$ cat src/rtl/itlb_refill_ctrl.sv
// ITLB miss handler: fetches a translation from the STLB and fills an ITLB slot,
// or raises a TLB-refill fault when the STLB also misses.
module itlb_refill_ctrl #(
    parameter int ENTRIES = 32,
    parameter int IDX_W   = 5,
    parameter int ENTRY_W = 89
) (
    input  logic               clk,
    input  logic               rst_n,
    input  logic               miss_valid,
    input  logic [19:0]        miss_vpn,
    input  logic [9:0]         miss_asid,
    output logic               miss_ready,
    input  logic               flush,
    output logic               stlb_req_valid,
    input  logic               stlb_req_ready,
    output logic [19:0]        stlb_req_vpn,
    output logic [9:0]         stlb_req_asid,
    input  logic               stlb_resp_valid,
    input  logic               stlb_resp_hit,
    input  logic [ENTRY_W-1:0] stlb_resp_entry,
    input  logic [ENTRIES-1:0] entry_valid_mask,
    output logic               fill_we,
    output logic [IDX_W-1:0]   fill_idx,
    output logic [ENTRY_W-1:0] fill_entry,
    output logic               refill_done,
    output logic               refill_fault,
    output logic [19:0]        fault_vpn
);

    typedef enum logic [2:0] {
        S_IDLE,
        S_REQ,
        S_WAIT,
        S_FILL,
        S_FAULT,
        S_DRAIN
    } state_e;

    state_e               state_q, state_d;
    logic [19:0]          vpn_q, vpn_d;
    logic [9:0]           asid_q, asid_d;
    logic [ENTRY_W-1:0]   entry_q, entry_d;
    logic [IDX_W-1:0]     rr_ptr_q, rr_ptr_d;
    logic                 rst_hold_q, rst_hold_d;

    logic [IDX_W-1:0]     free_idx;
    logic                 free_found;

    // Lowest-numbered invalid slot; free_found=0 means the ITLB is full.
    always_comb begin
        free_idx   = '0;
        free_found = 1'b0;
        for (int unsigned i = 0; i < ENTRIES; i++) begin
            if (!free_found && !entry_valid_mask[i]) begin
                free_found = 1'b1;
                free_idx   = IDX_W'(i);
            end
        end
    end

    // Registered copy of reset keeps miss_ready low for as long as reset is held.
    assign rst_hold_d = rst_n;

    always_ff @(posedge clk) begin
        if (rst_n) begin
            state_q  <= S_IDLE;
            vpn_q    <= '0;
            asid_q   <= '0;
            entry_q  <= '0;
            rr_ptr_q <= '0;
        end else begin
            state_q  <= state_d;
            vpn_q    <= vpn_d;
            asid_q   <= asid_d;
            entry_q  <= entry_d;
            rr_ptr_q <= rr_ptr_d;
        end
        rst_hold_q <= rst_hold_d;
    end

    always_comb begin
        state_d        = state_q;
        vpn_d          = vpn_q;
        asid_d         = asid_q;
        entry_d        = entry_q;
        rr_ptr_d       = rr_ptr_q;

        miss_ready     = 1'b0;
        stlb_req_valid = 1'b0;
        stlb_req_vpn   = vpn_q;
        stlb_req_asid  = asid_q;
        fill_we        = 1'b0;
        fill_idx       = '0;
        fill_entry     = entry_q;
        refill_done    = 1'b0;
        refill_fault   = 1'b0;
        fault_vpn      = vpn_q;

        unique case (state_q)
            S_IDLE: begin
                miss_ready = !rst_hold_q;
                if (!rst_hold_q && miss_valid && !flush) begin
                    vpn_d   = miss_vpn;
                    asid_d  = miss_asid;
                    state_d = S_REQ;
                end
            end
            S_REQ: begin
                stlb_req_valid = 1'b1;
                if (stlb_req_ready) begin
                    state_d = flush ? S_DRAIN : S_WAIT;
                end else if (flush) begin
                    state_d = S_IDLE;
                end
            end
            S_WAIT: begin
                if (stlb_resp_valid) begin
                    if (flush) begin
                        state_d = S_IDLE;
                    end else if (stlb_resp_hit) begin
                        entry_d = stlb_resp_entry;
                        state_d = S_FILL;
                    end else begin
                        state_d = S_FAULT;
                    end
                end else if (flush) begin
                    state_d = S_DRAIN;
                end
            end
            S_FILL: begin
                fill_we     = !flush;
                refill_done = !flush;
                fill_idx    = free_found ? free_idx : rr_ptr_q;
                // Round-robin pointer only advances when it actually chose the victim.
                if (!free_found && !flush) begin
                    rr_ptr_d = (rr_ptr_q == IDX_W'(ENTRIES - 1)) ? '0 : rr_ptr_q + 1'b1;
                end
                state_d = S_IDLE;
            end
            S_FAULT: begin
                refill_fault = !flush;
                state_d      = S_IDLE;
            end
            S_DRAIN: begin
                if (stlb_resp_valid) begin
                    state_d = S_IDLE;
                end
            end
            default: state_d = S_IDLE;
        endcase
    end

endmodule

$ cat config.mk
export PLATFORM = sky130hd
export DESIGN_NAME = itlb_refill_ctrl
export DESIGN_NICKNAME = d
export VERILOG_FILES = /design/src/rtl/itlb_refill_ctrl.sv
export SDC_FILE = /design/constraint.sdc
export NUM_CORES = 1
export LEC_CHECK = 0
export CELL_PAD_IN_SITES_DETAIL_PLACEMENT = 0
export CELL_PAD_IN_SITES_GLOBAL_PLACEMENT = 1
export CORE_AREA = 3 3 118 120
export CTS_CLUSTER_DIAMETER = 40
export DETAILED_ROUTE_END_ITERATION = 7
export DIE_AREA = 0 0 121 123
export DONT_BUFFER_PORTS = 1
export PLACE_DENSITY_LB_ADDON = 0.12
export SYNTH_ARGS = -nofsm -noshare
export SYNTH_HDL_FRONTEND = slang
export SYNTH_SLANG_ARGS = --single-unit
$ cat constraint.sdc
create_clock -name clk -period 2.71 [get_ports clk]
set_input_delay 0.271 -clock clk [delete_from_list [all_inputs] [get_ports clk]]
set_output_delay 0.271 -clock clk [all_outputs]
set_load 0.05 [all_outputs]
==> out/summary.txt <==
routing usage on met1 - 21.0%
Post-synth top cells - nand2_1, a21oi_1, dfxtp_1
met3 Track Usage GR - 9.24%
Mean Syn Cell Area - 7.69 µm²
non-filler cells in the finished layout - 967
post-synth top area share - 48.2%
worst min path class - in2reg
RSZ-0062 raised after global routing - no
IO Port Bufs - 0
Initial Util - 40.6%
fin crit share - 85.6%
HP Start - stlb_resp_entry[78]
most common cell in the synthesized netlist - nand2_1
total iterations of the first detailed-routing run - 4
postcts setup bufs - 0
Area Overhead vs Synth - 34.4%
ranking of synthesized cells by area - dfxtp_1, nand2_1, a21oi_1, buf_4, clkbuf_1
htree depth - 4
Final Net Count - 941
Core ar. - 0.0131 mm²
ratio of cells with drive above 1 in the final layout - 8.22%
Horiz. Die Dim - 121 µm
Yosys reg bits - 128
WL final - 15.7 mm
Final Setup Violations - 0
worst slew pin tran - 1.06 ns
worst vdd ir - 0.366 mV
post-synth top area cell - dfxtp_1
drc violations - 0
Detail Placement HPWL - 10.7 mm
Max Freq - 431 MHz
GRT Total Usage - 20.1%
GR Layer Usage met2 - 35.5%
Crit Reg-Reg Startpoint - state_q[1]
Clock Skew - 0.00763 ns
first-pass GRT wire length - 23.8 mm
Synth Instances - 691
gr busiest metal - met2
Placed Area - 0.00540 mm²
CP arrival - 2.05 ns
Inserted Clock Buffers - 17
fin crit period - 2.32 ns
Die ar. - 0.0149 mm²
post-synthesis cell area - 0.00531 mm²
leak pwr - 0.00245 µW
grt ovf - 0
FFs w/ async S/R, synth - 0%
Max-Cap Viols - 0
Ports - 307
initial DRC count - 240
CP Max Fanout - 12
num rows - 42
vias in the first global route - 4797
sequential share of the synthesized area - 48.2%
clock slew at reported path FFs - 0.05 ns
Final Cell Area - 0.00714 mm²
ys flop type - dfxtp_1
Setup WS pre-CTS - 0.504 ns
setup_tns - 0 ns
ant diodes - 0
Post-synth EDFFs - 0
placed cells - 823
Hold Fails Final Rpt - 0
pins over their slew limit - 0
root cell of the clock tree - clkbuf_16
CTS tree - done
GP Congestion - 0.825
syn_nets - 851
Slew HR - 29.0%
Synth cell types - 48
Clock Sink Count - 128
Worst setup EP type - output port
Yosys warning count - 0
Die H - 123 µm
status - completed
WP data required - 2.44 ns
largest net degree at the start of global routing - 129
final worst slack - 0.390 ns
Via density - 5.18
Vias - 5011
WL/cell - 16.2 µm
Setup Crit Path Kind - reg2out
post-route ant nets - 0
clk_lat worst skew - 0.40 ns
clock tree buffer depth - 2
Setup crit start kind - register
initial antenna violation count - 0
Worst Setup SP - state_q[0]
Pwr per Cell Area - 690 mW/mm²
where the power goes:
part	internal (µW)	switching (µW)	total, µW
logic	246	329	575
registers	1940	229	2170
clock network	1430	753	2190
total	3620	1310	4930
per-stage QoR:
step	hold WS [ns]	total power (µW)	utilization (%)
after global placement	0.314	2600	41.3
after global routing	0.00840	5120	54.6
final	0.0180	4930	54.6
after floorplan	0.299	2560	-
after detailed placement	0.308	2610	41.3
after CTS	0.00120	4990	54.6
final timing paths:
kind	slack (ns)	depth (start not counted)	end
setup / recovery	0.39	4	fill_idx[0]
hold / removal	0.02	2	fill_entry[78]
setup reg to reg	0.49	6	fill_entry[21]
hold reg to reg	0.46	2	fault_vpn[1]
placed cells by master (no fill, tap or decap), drive strengths merged, types with 2 or more instances in the layout:
master       synthesis  routed
nand2b               6       6
a2111oi              2       2
ha                   2       2
nor4                 6       6
and4                 5       5
inv                  5       5
a311oi               4       4
bufinv               0       2
dlygate4sd3          0     114
nand2              252     252
a211oi               3       3
and4b                2       2
a31oi                2       2
o21ai               10      10
clkinvlp             0       2
a21boi               2       2
o211ai               2       2
clkbuf              29      24
nand3               17      17
nor2                 8       8
and2                 3       3
buf                 36      22
o31ai                2       2
nand4                7       7
nand3b               2       2
nor3b                3       3
and3                 6       6
nor3                 3       3
a21oi              132     132
dfxtp              128     128
flip-flops by register name, summed over array words and instances, names as in the netlist:
| signal | count |
|---|---|
| state_q | 3 |
| rst_hold_q | 1 |
| stlb_req_asid | 10 |
| fill_entry | 89 |
| rr_ptr_q | 5 |
| fault_vpn | 20 |
cells by family after synthesis:
group	Yosys count	share of synthesized area [%]
AOI/OAI and AO/OA	165	16.9
adders and majority gates	2	0.471
buffers and inverters	70	7.18
DFF	128	48.2
muxes	1	0.188
and+or+nand+nor	325	27.0
cell type report:
cell class	instances	area [µm²]
clock buffers	24	492
fillers	1206	5950
inverters	5	18.8
multi-input cells	493	2400
repair buffers	136	1360
well taps	176	220
flip-flops and latches	128	2560
clock inverters	5	80.1
critical path: stages (launching register included):
cell	delay (ns)
dfxtp_1	0.61
nor3b_1	0.45
o21ai_0	0.20
a21oi_1	0.17
buf_4	0.22
routing by layer:
layer | part of all wire (%) | vias to the layer above | routed length (µm)
li1 | - | 2478 | -
met1 | 37 | 2286 | 5740
met2 | 51 | 224 | 8070
met3 | 10 | 23 | 1580
met4 | 1.9 | 0 | 291
met5 | 0 | - | 0
what timing repair did:
item,CTS,global route
endpoints found under the hold margin,128,0
endpoints found under the setup margin,0,0
hold buffers,115,0
resized for setup,0,0
(Power assumes the default switching activity.)
